### src/rtl/fisc_useq_if.sv
// Bus interface for the FISC microsequencer: databus, sequencing controls and the decode-side outputs.
// The slave modport is the sequencer's own view; the master modport is the view of whatever drives it.
interface fisc_useq_if #(
    parameter int IR_WIDTH    = 8,
    parameter int PHASE_WIDTH = 4,
    parameter int WAIT_WIDTH  = 3
);
    logic [IR_WIDTH-1:0]             databus;
    logic                            ir_load;
    logic                            useq_reset;
    logic                            mem_slow;
    logic [WAIT_WIDTH-1:0]           wait_states;
    logic                            halt_req;
    logic                            step;
    logic [IR_WIDTH-1:0]             IRval;
    logic [PHASE_WIDTH-1:0]          uSval;
    logic [IR_WIDTH+PHASE_WIDTH-1:0] decode_index;
    logic                            stall;
    logic                            halted;
    logic                            phase_ovf;

    modport slave (
        input  databus, ir_load, useq_reset, mem_slow, wait_states, halt_req, step,
        output IRval, uSval, decode_index, stall, halted, phase_ovf
    );

    modport master (
        output databus, ir_load, useq_reset, mem_slow, wait_states, halt_req, step,
        input  IRval, uSval, decode_index, stall, halted, phase_ovf
    );
endinterface

### src/rtl/fisc_useq.sv
// FISC microsequencer and instruction register with wait states, boundary halt and sticky phase overflow.
// Optional single-step out of HALT is enabled by defining FISC_USEQ_SINGLESTEP_EN.
module fisc_useq #(
    parameter int                  IR_WIDTH    = 8,
    parameter int                  PHASE_WIDTH = 4,
    parameter int                  WAIT_WIDTH  = 3,
    parameter logic [IR_WIDTH-1:0] RESET_IR    = '0
) (
    input  logic       i_clk,
    input  logic       reset,
    fisc_useq_if.slave bus
);
    typedef enum logic [1:0] {ST_RUN, ST_WAIT, ST_HALT} state_t;

    state_t                 state, state_n;
    logic [IR_WIDTH-1:0]    ir, ir_n;
    logic [PHASE_WIDTH-1:0] phase, phase_n;
    logic [WAIT_WIDTH-1:0]  cnt, cnt_n;
    logic                   done, done_n;
    logic                   ovf, ovf_n;
    logic                   credit, credit_n;
    logic                   start_wait;

    assign start_wait = (state == ST_RUN) && bus.mem_slow && !done && (bus.wait_states != '0);

    always_ff @(posedge i_clk) begin
        if (!reset) begin
            state  <= ST_RUN;
            ir     <= RESET_IR;
            phase  <= '0;
            cnt    <= '0;
            done   <= 1'b0;
            ovf    <= 1'b0;
            credit <= 1'b0;
        end else begin
            state  <= state_n;
            ir     <= ir_n;
            phase  <= phase_n;
            cnt    <= cnt_n;
            done   <= done_n;
            ovf    <= ovf_n;
            credit <= credit_n;
        end
    end

    always_comb begin
        state_n  = state;
        ir_n     = ir;
        phase_n  = phase;
        cnt_n    = cnt;
        done_n   = done;
        ovf_n    = ovf;
        credit_n = credit;
        case (state)
            ST_RUN: begin
                if (start_wait) begin
                    // A single wait state is served in place; longer waits park in ST_WAIT.
                    if (bus.wait_states == WAIT_WIDTH'(1)) begin
                        done_n = 1'b1;
                    end else begin
                        state_n = ST_WAIT;
                        cnt_n   = bus.wait_states - WAIT_WIDTH'(1);
                    end
                end else begin
                    done_n = 1'b0;
                    if (bus.ir_load) begin
                        ir_n = bus.databus;
                    end
                    if (!bus.useq_reset) begin
                        phase_n  = '0;
                        credit_n = 1'b0;
                        if (bus.halt_req || credit) begin
                            state_n = ST_HALT;
                        end
                    end else begin
                        phase_n = phase + PHASE_WIDTH'(1);
                        if (phase == '1) begin
                            ovf_n = 1'b1;
                        end
                    end
                end
            end
            ST_WAIT: begin
                cnt_n = cnt - WAIT_WIDTH'(1);
                if (cnt == WAIT_WIDTH'(1)) begin
                    state_n = ST_RUN;
                    done_n  = 1'b1;
                end
            end
            ST_HALT: begin
`ifdef FISC_USEQ_SINGLESTEP_EN
                // A step grants exactly one instruction; the next boundary halts again.
                if (bus.step) begin
                    state_n  = ST_RUN;
                    credit_n = 1'b1;
                end else if (!bus.halt_req) begin
                    state_n = ST_RUN;
                end
`else
                if (!bus.halt_req) begin
                    state_n = ST_RUN;
                end
`endif
            end
            default: begin
                state_n = ST_RUN;
            end
        endcase
    end

`ifndef FISC_USEQ_SINGLESTEP_EN
    logic step_unused;
    assign step_unused = bus.step;
`endif

    assign bus.IRval        = ir;
    assign bus.uSval        = phase;
    assign bus.decode_index = {ir, phase};
    assign bus.stall        = start_wait || (state != ST_RUN);
    assign bus.halted       = (state == ST_HALT);
    assign bus.phase_ovf    = ovf;
endmodule

### src/flat_wrapper.sv
// flat-port wrapper written by rule: the top's interface ports become plain ports
module fisc_useq_flat 
#(
    parameter int                  IR_WIDTH    = 8,
    parameter int                  PHASE_WIDTH = 4,
    parameter int                  WAIT_WIDTH  = 3,
    parameter logic [IR_WIDTH-1:0] RESET_IR    = '0
)
  (i_clk, reset, bus_databus, bus_ir_load, bus_useq_reset, bus_mem_slow, bus_wait_states, bus_halt_req, bus_step, bus_IRval, bus_uSval, bus_decode_index, bus_stall, bus_halted, bus_phase_ovf);
  fisc_useq_if #(.IR_WIDTH(IR_WIDTH), .PHASE_WIDTH(PHASE_WIDTH), .WAIT_WIDTH(WAIT_WIDTH)) bus_i ();
  input  logic i_clk;
  input  logic reset;
  input wire logic [$bits(bus_i.databus)-1:0] bus_databus;
  input wire logic [$bits(bus_i.ir_load)-1:0] bus_ir_load;
  input wire logic [$bits(bus_i.useq_reset)-1:0] bus_useq_reset;
  input wire logic [$bits(bus_i.mem_slow)-1:0] bus_mem_slow;
  input wire logic [$bits(bus_i.wait_states)-1:0] bus_wait_states;
  input wire logic [$bits(bus_i.halt_req)-1:0] bus_halt_req;
  input wire logic [$bits(bus_i.step)-1:0] bus_step;
  output wire logic [$bits(bus_i.IRval)-1:0] bus_IRval;
  output wire logic [$bits(bus_i.uSval)-1:0] bus_uSval;
  output wire logic [$bits(bus_i.decode_index)-1:0] bus_decode_index;
  output wire logic [$bits(bus_i.stall)-1:0] bus_stall;
  output wire logic [$bits(bus_i.halted)-1:0] bus_halted;
  output wire logic [$bits(bus_i.phase_ovf)-1:0] bus_phase_ovf;
  assign bus_i.databus = bus_databus;
  assign bus_i.ir_load = bus_ir_load;
  assign bus_i.useq_reset = bus_useq_reset;
  assign bus_i.mem_slow = bus_mem_slow;
  assign bus_i.wait_states = bus_wait_states;
  assign bus_i.halt_req = bus_halt_req;
  assign bus_i.step = bus_step;
  assign bus_IRval = bus_i.IRval;
  assign bus_uSval = bus_i.uSval;
  assign bus_decode_index = bus_i.decode_index;
  assign bus_stall = bus_i.stall;
  assign bus_halted = bus_i.halted;
  assign bus_phase_ovf = bus_i.phase_ovf;
  fisc_useq #(.IR_WIDTH(IR_WIDTH), .PHASE_WIDTH(PHASE_WIDTH), .WAIT_WIDTH(WAIT_WIDTH), .RESET_IR(RESET_IR)) u_core (.i_clk(i_clk), .reset(reset), .bus(bus_i));
endmodule
### config.mk
export PLATFORM = sky130hd
export DESIGN_NAME = fisc_useq_flat
export DESIGN_NICKNAME = d
export VERILOG_FILES = /design/src/rtl/fisc_useq_if.sv /design/src/rtl/fisc_useq.sv /design/src/flat_wrapper.sv
export SDC_FILE = /design/constraint.sdc
export NUM_CORES = 1
export LEC_CHECK = 0
export ABC_CLOCK_PERIOD_IN_PS = 1500
export BUFFER_PORTS_ARGS = -buffer_cell sky130_fd_sc_hd__buf_4
export CORE_ASPECT_RATIO = 0.6
export CORE_MARGIN = 8
export CORE_UTILIZATION = 47
export CTS_CLUSTER_DIAMETER = 120
export CTS_CLUSTER_SIZE = 24
export DETAILED_ROUTE_END_ITERATION = 8
export HOLD_SLACK_MARGIN = 0.05
export PLACE_DENSITY = 0.78
export SLEW_MARGIN = 20
export SYNTH_ARGS = -nofsm -noshare
export SYNTH_HDL_FRONTEND = slang
export SYNTH_SLANG_ARGS = --single-unit
export TNS_END_PERCENT = 10
### constraint.sdc
create_clock -name i_clk -period 1.5 [get_ports i_clk]
set_input_delay 0.075 -clock i_clk [delete_from_list [all_inputs] [get_ports i_clk]]
set_output_delay 0.075 -clock i_clk [all_outputs]
set_load 0.03 [all_outputs]
# Word-level counts from Yosys, hierarchy flattened
# Index checks and enable logic that the tools add are counted.
# Widths: inputs -> output; s select.
# op_classes
add_sub_neg,3
eq_ne,13
n_mux,15
n_bitwise,1
reduce_logical,15
# ops
cell,count
$mux 2,6
$reduce_and 3->1,3
$eq 3x1->1 const B,2
$mux 3,2
$ne 3x2->1 const B,2
$ne 3x3->1 const B,2
$pmux 2 s3,1
$pmux 3 s2,1
$sub 3x1->3 const B,2
$reduce_and 5->1,1
$add 4x1->4 const B,1
$eq 4x4->1 const B,1
$mux 4,1
$ne 2x1->1 const B,2
$ne 2x2->1 const B,2
$reduce_and 4->1,1
$reduce_bool 2->1,2
$logic_and 1x1->1,3
$mux 1,3
$reduce_bool 3->1,1
$eq 2x1->1 const B,1
$eq 2x2->1 const B,1
$logic_not 2->1,1
$pmux 1 s2,1
other kinds (4),4
# totals
regBits,19
in_bits,18
out_inout_bits,27
word_cells,53

# Depth between registers and ports, before layout
# Gate-level depths: netlist of run 1.
# logic_depth
ltp_word,6
ltp_mapped,7

# Worst setup path after synthesis of run 1
# OpenSTA, ideal clock, no wires.
# synth_timing
kind,in2reg
from,input port bus_wait_states[0]
to,register u_core.done
arrival_time_ps,1410
required_time_ps,1440
path_slack_ps,30
stages,7
path_buffers,1
cell_sequence,inv_1 > ha_1 > ha_1 > or3b_1 > buf_6 > nand2_1 > o311a_1
# synth_between
elab_chain_len,4
# synth_rtl
element,line,rtl
"start, declared",flat_wrapper.sv:17,input wire logic [$bits(bus_i.wait_states)-1:0] bus_wait_states;
$reduce_bool 3->1,fisc_useq.sv:24,assign start_wait = (state == ST_RUN) && bus.mem_slow && !done && (bus.wait_states != '0);
$logic_and 1x1->1,fisc_useq.sv:24,
$ne 3x3->1 (no source line) / $mux 1 (equally long branches),-,
$reduce_and 3->1 (no source line) / $pmux 1 s2 (equally long branches),-,
"end signal, assigned",fisc_useq.sv:40,done <= done_n;
"end, declared",fisc_useq.sv:19,"logic done, done_n;"
# Several ways; a longest one is shown, not always the timed one.
# A chain may end at the register's enable or synchronous reset.

# Worst setup path after layout of run 1
# layout_timing
from,register u_core.done
to,output port bus_stall
# layout_between
elab_chain_len,4
# layout_rtl
element,line,rtl
$logic_not 1->1,fisc_useq.sv:24,
$logic_and 1x1->1 (2 in series),fisc_useq.sv:24,
$logic_or 1x1->1,fisc_useq.sv:119,assign bus.stall = start_wait || (state != ST_RUN);
"end, declared",flat_wrapper.sv:23,output wire logic [$bits(bus_i.stall)-1:0] bus_stall;
# Every way passes these cells.

==> impl_metrics.env, run 1 <==
export IMPL_die_x_um=79.0
export IMPL_fin_util_pct=64.1
export IMPL_arrival_ps=1390
export IMPL_synth_nets=149
export IMPL_fill_cells=204
export IMPL_grt_max_degree=29
export IMPL_crit_fanout=5
export IMPL_diodes=0
export IMPL_ir_worst_vdd_uv=451
export IMPL_drive_above_1_share_pct=33.8
export IMPL_hp_class="input pin to flop"
export IMPL_top_layer="met4"
export IMPL_drt_iter0_drc=58
export IMPL_hold_viol=0
export IMPL_syn_inst=125
export IMPL_drv_cap=0
export IMPL_fin_crit_ps=1460
export IMPL_wl_per_cell_um=14.2
export IMPL_avgSynthCellArea_um2=8.95
export IMPL_setup_violations=0
export IMPL_crit_path_end_kind="primary output"
export IMPL_die_h_um=53.8
export IMPL_path_class="flop to primary output"
export IMPL_die_area_um2=4250
export IMPL_wl_met2_um=1230
export IMPL_start_util_pct=50.6
export IMPL_ant_nets=0
export IMPL_drc_errors=0
export IMPL_tritoncts="yes"
export IMPL_netlist_area_um2=1120
export IMPL_avgViaCountPerCell=5.17
export IMPL_finalCritPeriodShare_pct=97.4
export IMPL_cts_buffer_depth=2
export IMPL_fin_tns_setup_ps=0
export IMPL_area_growth_pct=26.7
export IMPL_portBuffers=43
export IMPL_drv_slew=0
export IMPL_place_gp_congestion=0.854
export IMPL_cp_start_kind="flop"
export IMPL_reg2reg_from="u_core.state[0]"
export IMPL_dp_hpwl_um=2070
export IMPL_multiInputGateArea_um2=572
export IMPL_fp_row_count=13
export IMPL_wl_met3_um=216
export IMPL_seq_area_um2=380
export IMPL_core_um2=2210
export IMPL_setup_slack_ps=38.3
export IMPL_grt_pass1_vias=889
export IMPL_final_area_um2=1420
export IMPL_slew_headroom_pct=72.2
export IMPL_max_stage_delay_ps=490
export IMPL_nNetsFinal=182
export IMPL_max_clock_freq_mhz=684
export IMPL_cpMaxStageDelayCell="or3b_1"
export IMPL_yosys_warnings=0
export IMPL_cp_top_family="simple AND/OR/NAND/NOR gates"
export IMPL_worst_pin_slew_ps=417
export IMPL_final_cells=187
export IMPL_numCtsBuffers=3
export IMPL_m1WireLength_um=1190
export IMPL_h_tree_depth=1
export IMPL_dr_pass1_iters=4
export IMPL_clk_latency_ps=250
export IMPL_cts_clk_slew_worst_paths_ps=70
export IMPL_pre_cts_slack_ps=-64.3
export IMPL_clockRootBuffer="clkbuf_8"
export IMPL_numClockSinks=19
export IMPL_path_cells="or3b_1 > nand2_1 > buf_4"
export IMPL_antenna_found_initial=0
export IMPL_critPathRequiredTime_ps=1420
export IMPL_cp_startpoint="u_core.done"
export IMPL_cts_resized_gates=0
export IMPL_grt_pass1_wl_um=4240
export IMPL_wl_um=2660
export IMPL_dp_cells=182
export IMPL_gr_total_overflow=0
export IMPL_p_per_area_nw_per_um2=959
export IMPL_seq_area_frac_synth_pct=34.0
export IMPL_finClkSkew_ps=4.79
export IMPL_rsz0062_at_grt="yes"
export IMPL_worstHoldStart="bus_databus[6]"
export IMPL_place_area_um2=1360
export IMPL_synth_distinct_cells=39
export IMPL_cp_num_buf_inv=1
export IMPL_grt_total_usage_pct=12.6
export IMPL_run_status="finished clean"
export IMPL_synth_seq_cells=19
export IMPL_cts_setup_buffers=0
export IMPL_leakage_nw=0.699
export IMPL_via_count=967
export IMPL_boundaryPins=45
## worst paths after layout
path / to / cells after the start / slack, ps
hold / removal: u_core.bus.IRval[6] / 3 / 70
setup / recovery: bus_stall / 3 / 40
hold reg to reg: u_core.bus.phase_ovf / 2 / 460
setup reg to reg: u_core.cnt[2] / 3 / 150
## flip-flops by register name, indices dropped and copies added, names as in the netlist
register and count:
u_core.bus.IRval 8, u_core.state 2, u_core.bus.uSval 4, u_core.bus.phase_ovf 1
u_core.cnt 3, u_core.done 1
## stage by stage
stage | total power, W | hold slack (ps)
final | 0.00136 | 70.0
after global placement | 0.00101 | 311
after detailed placement | 0.00101 | 318
after floorplan | 0.000902 | 193
after CTS | 0.00137 | 65.4
after global routing | 0.00144 | 59.0
## worst register-to-register path, delay by kind of cell, from the launching register on
| kind | cells | cell delay [ps] |
|---|---|---|
| DFF | 1 | 580 |
| AOI/OAI and AO/OA | 2 | 420 |
| and+or+nand+nor | 1 | 240 |
## cells in the mapped netlist
| cell type | number | area (µm²) |
|---|---|---|
| nand2b_1 | 3 | 18.8 |
| o311a_1 | 1 | 10.0 |
| o21ai_0 | 3 | 15.0 |
| a2111oi_1 | 1 | 10.0 |
| a311oi_1 | 1 | 8.76 |
| o32ai_1 | 1 | 8.76 |
| buf_6 | 2 | 22.5 |
| nand2_1 | 22 | 82.6 |
| buf_2 | 1 | 5.00 |
| o211ai_1 | 1 | 7.51 |
| or2_1 | 1 | 6.26 |
| nand4_1 | 2 | 12.5 |
| nor2b_1 | 2 | 12.5 |
| o31ai_1 | 2 | 15.0 |
| dfxtp_1 | 19 | 380 |
| clkbuf_1 | 1 | 3.75 |
| nand3_4 | 1 | 17.5 |
| a21oi_1 | 4 | 20.0 |
| o21ai_1 | 1 | 5.00 |
| nand3_1 | 2 | 10.0 |
| o311ai_1 | 1 | 8.76 |
| or3b_1 | 1 | 8.76 |
| nor3b_2 | 1 | 12.5 |
| and3b_1 | 2 | 17.5 |
| ha_1 | 6 | 75.1 |
| nor2_8 | 1 | 20.0 |
| a211oi_1 | 2 | 15.0 |
| buf_1 | 1 | 3.75 |
| or3_1 | 1 | 6.26 |
| nand3b_1 | 1 | 7.51 |
| mux2i_1 | 8 | 80.1 |
| inv_1 | 7 | 26.3 |
| o31a_1 | 1 | 8.76 |
| a31oi_1 | 1 | 6.26 |
| and4_1 | 3 | 26.3 |
| nor3_1 | 1 | 5.00 |
| nor3b_1 | 1 | 7.51 |
| nor4_1 | 1 | 6.26 |
| buf_4 | 14 | 105 |
## timing repair
item,4_1_cts,5_1_grt
endpoints found under the hold margin,1,0
endpoints found under the setup margin,0,2
hold buffers,1,0
## layout make-up
class	count	area share [%]
Clock buffer	3	2.91
Tap cell	30	2.65
Timing Repair Buffer	47	25.1
Inverter	7	1.85
Multi-Input combinational cell	80	40.3
Clock inverter	1	0.353
Sequential cell	19	26.8
## layer usage
layer | vias up | global-route usage (%)
li1 | 487 | -
met1 | 452 | 15.0
met2 | 26 | 20.1
met3 | 2 | 5.65
met4 | 0 | 4.57
met5 | - | 0
## cell families (layout without fill, tap and decap cells)
| group | after synthesis | count (layout) | share of synthesized area (%) |
|---|---|---|---|
| adder cells (fa/ha/maj) | 6 | 6 | 6.71 |
| multiplexers | 8 | 8 | 7.16 |
| AND/OR/NAND/NOR | 46 | 46 | 24.8 |
| AO/OA/AOI/OAI | 20 | 20 | 12.4 |
| buffers and inverters | 26 | 58 | 14.9 |
| flip-flops | 19 | 19 | 34.0 |
## power breakdown
group	switching [W]	internal [W]
sequential	0.0000457	0.000547
combinational	0.000237	0.000177
clock	0.000169	0.000184
## cell usage in the layout (no fill, tap or decap), types with 4 or more instances in the layout
cell / n
a21oi_1: 4
buf_4: 46
dfxtp_1: 19
ha_1: 6
inv_1: 7
mux2i_1: 8
nand2_1: 22
No activity file was read; power rests on OpenSTA's default activity.
==> inputs of run 2 (changes only) <==
--- a/config.mk
+++ b/config.mk
@@ -5,16 +5,16 @@
 export SDC_FILE = /design/constraint.sdc
 export NUM_CORES = 1
 export LEC_CHECK = 0
-export ABC_CLOCK_PERIOD_IN_PS = 1500
-export BUFFER_PORTS_ARGS = -buffer_cell sky130_fd_sc_hd__buf_4
+export ABC_CLOCK_PERIOD_IN_PS = 1300
+export BUFFER_PORTS_ARGS = -buffer_cell sky130_fd_sc_hd__buf_2
 export CORE_ASPECT_RATIO = 0.6
 export CORE_MARGIN = 8
-export CORE_UTILIZATION = 47
+export CORE_UTILIZATION = 43
 export CTS_CLUSTER_DIAMETER = 120
 export CTS_CLUSTER_SIZE = 24
 export DETAILED_ROUTE_END_ITERATION = 8
 export HOLD_SLACK_MARGIN = 0.05
-export PLACE_DENSITY = 0.78
+export PLACE_DENSITY = 0.75
 export SLEW_MARGIN = 20
 export SYNTH_ARGS = -nofsm -noshare
 export SYNTH_HDL_FRONTEND = slang
==> constraint.sdc (replaced) <==
create_clock -name i_clk -period 1.3 [get_ports i_clk]
set_input_delay 0.065 -clock i_clk [delete_from_list [all_inputs] [get_ports i_clk]]
set_output_delay 0.065 -clock i_clk [all_outputs]
set_load 0.03 [all_outputs]
==> run 2 against run 1 <==
  * Sequential share of layout area down 0.40 points
  * Combinational power is 23% higher
  * Wire length is 8.6% higher
  * Count of clock-buffer cells in the layout rose by 1
  * Sequential power grew 16%
  * First-iteration DRC count fell by 36%
  * Worst hold slack worse by 17 ps
  * Non-clock buffer count up 10
  * Largest power group unchanged
  * Highest routed layer unchanged
  * Clock skew decreased by 3.4 ps
  * The flow now finishes with violations (negative setup slack)
==> impl_metrics.env, run 2 (synthesis gave the netlist of run 1 again) <==
export IMPL_rsz0062_at_grt="yes"
export IMPL_final_cells=199
export IMPL_start_util_pct=45.0
export IMPL_p_per_area_nw_per_um2=1100
export IMPL_cts_clk_slew_worst_paths_ps=70
export IMPL_run_status="finished with violations"
export IMPL_path_class="flop to primary output"
export IMPL_grt_pass1_vias=1037
export IMPL_met3_usage_pct=5.32
export IMPL_final_cell_mix="buf_2, nand2_1, dfxtp_1, mux2i_1, dlygate4sd3_1"
export IMPL_via_count=1023
export IMPL_dp_cells=187
export IMPL_violations="negative setup slack"
export IMPL_drt_iter0_drc=37
export IMPL_place_gp_congestion=0.850
export IMPL_timing_hold_ws_ps=52.7
export IMPL_r2r_slack_ps=0
export IMPL_boundaryPins=45
export IMPL_place_area_um2=1290
export IMPL_core_um2=2490
export IMPL_die_h_um=55.5
export IMPL_grt_total_usage_pct=13.4
export IMPL_arrival_ps=1270
export IMPL_diodes=0
export IMPL_slew_headroom_pct=80.0
export IMPL_fp_row_count=14
export IMPL_wl_per_cell_um=14.5
export IMPL_numCtsBuffers=3
export IMPL_critPathRequiredTime_ps=1240
export IMPL_worst_pin_slew_ps=298
export IMPL_grt_max_degree=20
export IMPL_dr_pass1_iters=4
export IMPL_fin_crit_ps=1330
export IMPL_drc_errors=0
export IMPL_area_growth_pct=31.2
export IMPL_final_area_um2=1470
export IMPL_leakage_nw=0.729
export IMPL_reg2reg_from="u_core.cnt[0]"
export IMPL_numClockSinks=19
export IMPL_ir_worst_vdd_uv=477
export IMPL_crit_fanout=3
export IMPL_clockRootBuffer="clkbuf_8"
export IMPL_busiest_layer="met2"
export IMPL_cp_start_kind="flop"
export IMPL_die_x_um=81.8
export IMPL_max_clock_freq_mhz=751
export IMPL_antenna_found_initial=0
export IMPL_nNetsFinal=192
export IMPL_crit_path_end_kind="primary output"
export IMPL_tritoncts="yes"
export IMPL_grt_pass1_wl_um=4850
export IMPL_ant_nets=0
export IMPL_h_tree_depth=1
export IMPL_cp_startpoint="u_core.done"
export IMPL_drv_slew=0
export IMPL_worstHoldStart="bus_databus[7]"
export IMPL_hp_class="input pin to flop"
export IMPL_cts_buffer_depth=2
export IMPL_met1_usage_pct=14.9
export IMPL_finalCritPeriodShare_pct=102
export IMPL_drv_cap=0
export IMPL_finClkSkew_ps=1.40
export IMPL_fin_util_pct=59.0
export IMPL_largest_reg_flops=8
export IMPL_wl_um=2890
export IMPL_gr_total_overflow=0
export IMPL_grtUsageMet2_pct=21.9
export IMPL_hold_viol=0
export IMPL_die_area_um2=4540
export IMPL_setup_violations=2
export IMPL_drive_above_1_share_pct=42.5
export IMPL_clk_latency_ps=260
export IMPL_pre_cts_slack_ps=-293
export IMPL_dp_hpwl_um=2240
export IMPL_setup_slack_ps=-31.4
export IMPL_portBuffers=43
export IMPL_avgViaCountPerCell=5.14
export IMPL_final_common_cell="buf_2"
==> run 2: cell count changes in the layout (fill, tap and decap cells not counted), sizes merged <==
cell / previous run / this run
dlygate4sd3: 1 / 7
buf: 46 / 50
clkbuf: 3 / 4
clkinv: 1 / 0
==> run 2: repair_timing <==
item / in CTS / in global routing
pin swaps: 0 / 4
hold endpoints to repair: 7 / 0
resized for setup: 4 / 11
hold buffers: 7 / 0
buffers inserted: 0 / 1
setup endpoints to repair: 8 / 8
==> run 2: critical path, cell delays in order, from the launching register on <==
cell and delay, ps:
dfxtp_4 360, or3b_4 440, nand2_4 80, buf_6 120
==> run 2: per-layer routing <==
metal,wire length [µm],vias to the layer above
li1,-,506
met1,1190,484
met2,1460,29
met3,199,4
met4,38,0
met5,0,-
==> run 2: final cells by class <==
cell class / count / area (µm²)
Timing Repair Buffer: 57 / 348
Tap cell: 32 / 40.0
Clock buffer: 4 / 45.0
Sequential cell: 19 / 388
Fill cell: 215 / 1020
Multi-Input combinational cell: 80 / 618
Inverter: 7 / 28.8
==> run 2: through the flow <==
step	total power [W]	TNS, ps
2_1_floorplan	0.00105	0
3_3_place_gp	0.00113	-3350
3_5_place_dp	0.00115	-4170
4_1_cts	0.00159	-52.3
5_1_grt	0.00170	-217
6_report	0.00161	-31.6
==> run 2: worst paths after layout <==
path                          end  cells after the start
max                     bus_stall                      3
min           u_core.bus.IRval[7]                      3
max reg2reg         u_core.cnt[2]                      5
min reg2reg  u_core.bus.phase_ovf                      2
==> run 2: where the power goes <==
group          switching [W]  total (W)  internal, W
clock               0.000197   0.000415     0.000218
combinational       0.000298   0.000507     0.000209
sequential         0.0000554   0.000690     0.000635
total               0.000550    0.00161      0.00106
==> inputs of run 3 (changes only) <==
--- a/config.mk
+++ b/config.mk
@@ -7,14 +7,16 @@
 export LEC_CHECK = 0
 export ABC_CLOCK_PERIOD_IN_PS = 1300
 export BUFFER_PORTS_ARGS = -buffer_cell sky130_fd_sc_hd__buf_2
+export CELL_PAD_IN_SITES_DETAIL_PLACEMENT = 1
+export CELL_PAD_IN_SITES_GLOBAL_PLACEMENT = 2
 export CORE_ASPECT_RATIO = 0.6
 export CORE_MARGIN = 8
-export CORE_UTILIZATION = 43
+export CORE_UTILIZATION = 24
 export CTS_CLUSTER_DIAMETER = 120
 export CTS_CLUSTER_SIZE = 24
 export DETAILED_ROUTE_END_ITERATION = 8
 export HOLD_SLACK_MARGIN = 0.05
-export PLACE_DENSITY = 0.75
+export PLACE_DENSITY_LB_ADDON = 0.1
 export SLEW_MARGIN = 20
 export SYNTH_ARGS = -nofsm -noshare
 export SYNTH_HDL_FRONTEND = slang
==> run 3 against run 2 <==
  * The run now ends clean
  * Global-route usage decreased by 4.3 points
  * Clock power increased by 2%
  * Power increased by 2.7%
  * Register-to-register slack improved by 50 ps
  * Critical path depth unchanged
  * Sequential power about the same
  * Critical path type unchanged
  * Critical endpoint unchanged
  * Largest cell class unchanged
  * Highest routed layer unchanged
==> impl_metrics.env, run 3 (synthesis gave the netlist of run 1 again) <==
export IMPL_ir_worst_vdd_uv=425
export IMPL_antenna_found_initial=0
export IMPL_seq_area_um2=385
export IMPL_die_h_um=68.9
export IMPL_final_common_cell="buf_2"
export IMPL_path_class="flop to primary output"
export IMPL_final_cell_mix="buf_2, nand2_1, dfxtp_1, buf_4"
export IMPL_fin_crit_ps=1290
export IMPL_clkPwrFrac_pct=25.7
export IMPL_leakage_nw=0.767
export IMPL_crit_path_end_kind="primary output"
export IMPL_fill_cells=561
export IMPL_cp_startpoint="u_core.done"
export IMPL_clockRootBuffer="clkbuf_8"
export IMPL_cts_clk_slew_worst_paths_ps=80
export IMPL_start_util_pct=24.8
export IMPL_gr_total_overflow=0
export IMPL_place_area_um2=1380
export IMPL_grt_pass1_vias=1120
export IMPL_fin_util_pct=34.4
export IMPL_avgViaCountPerCell=4.45
export IMPL_cp_start_kind="flop"
export IMPL_via_count=1054
export IMPL_drc_errors=0
export IMPL_hold_viol=0
export IMPL_cts_buffer_depth=2
export IMPL_power_frac_comb_pct=32.7
export IMPL_critPathRequiredTime_ps=1240
export IMPL_dp_cells=224
export IMPL_setup_slack_ps=9.65
export IMPL_r2r_slack_ps=50
export IMPL_reg2reg_from="u_core.cnt[0]"
export IMPL_tritoncts="yes"
export IMPL_core_um2=4520
export IMPL_max_clock_freq_mhz=775
export IMPL_arrival_ps=1230
export IMPL_final_area_um2=1550
export IMPL_crit_fanout=4
export IMPL_pre_cts_slack_ps=-300
export IMPL_grt_total_usage_pct=9.10
export IMPL_dr_pass1_iters=4
export IMPL_portBuffers=43
export IMPL_setup_violations=0
export IMPL_drt_iter0_drc=34
export IMPL_area_growth_pct=38.9
export IMPL_die_x_um=104
export IMPL_drv_cap=0
export IMPL_wl_um=3170
export IMPL_boundaryPins=45
export IMPL_finClkSkew_ps=0.579
export IMPL_pwr_share_seq_pct=41.6
export IMPL_largest_reg_flops=8
export IMPL_worst_pin_slew_ps=311
export IMPL_grt_pass1_wl_um=5350
export IMPL_grt_max_degree=16
export IMPL_nNetsFinal=199
export IMPL_p_switching_w=0.000570
export IMPL_diodes=0
export IMPL_p_per_area_nw_per_um2=1070
export IMPL_finalCritPeriodShare_pct=99.3
export IMPL_final_cells=237
export IMPL_fp_row_count=19
export IMPL_wl_per_cell_um=13.4
export IMPL_drv_slew=0
export IMPL_worstHoldStart="bus_databus[3]"
export IMPL_die_area_um2=7170
export IMPL_numClockSinks=19
export IMPL_place_gp_congestion=0.674
export IMPL_drive_above_1_share_pct=43.1
export IMPL_run_status="finished clean"
export IMPL_numCtsBuffers=3
export IMPL_rsz0062_at_grt="yes"
export IMPL_dp_hpwl_um=2540
export IMPL_p_int_w=0.00109
export IMPL_fin_tns_setup_ps=0
export IMPL_hp_class="input pin to flop"
export IMPL_multiInputGateArea_um2=613
export IMPL_clk_latency_ps=250
export IMPL_switching_share_pct=34.4
export IMPL_ant_nets=0
export IMPL_h_tree_depth=1
export IMPL_slew_headroom_pct=79.3
## run 3: final timing paths
path	cells after the start	end
worst min register to register	2	u_core.bus.phase_ovf
worst min-delay path	3	u_core.bus.IRval[3]
worst max-delay path	3	bus_stall
worst max register to register	5	u_core.cnt[2]
## run 3: power by group through the flow
stage	clock [W]	combinational [W]	sequential, W
CTS	0.000441	0.000525	0.000685
global placement	0	0.000486	0.000693
detailed placement	0	0.000489	0.000696
floorplan	0	0.000326	0.000722
finish	0.000425	0.000542	0.000689
global route	0.000457	0.000594	0.000697
## run 3: routing by layer
| metal | share of wire, % | track usage, % |
|---|---|---|
| met1 | 50 | 11.4 |
| met2 | 45 | 15.2 |
| met3 | 3.6 | 2.50 |
| met4 | 1.1 | 2.86 |
| met5 | 0 | 0 |
## run 3: what timing repair did
item,in CTS,in global routing
pin swaps,2,3
hold buffers,8,0
setup buffers,1,0
gates resized for setup,6,6
setup endpoints to repair,16,6
hold endpoints to repair,8,0
## run 3: final cells by class
cell class / count / share of cell area, %
well taps: 63 / 5.07
repair buffers: 64 / 25.9
multi-input cells: 80 / 39.5
inverters: 7 / 1.85
clock buffers: 4 / 2.90
flip-flops and latches: 19 / 24.8
## run 3: stage by stage
stage / total power, W / hold WS, ps
final: 0.00166 / 56.3
after global routing: 0.00175 / 113
after CTS: 0.00165 / 54.7
after detailed placement: 0.00119 / 296
after global placement: 0.00118 / 294
after floorplan: 0.00105 / 183
## run 3: worst max-delay path, stage by stage, from the launching register on
cell     delay [ps]
dfxtp_2         340
or3b_4          420
nand2_4          90
buf_6           120
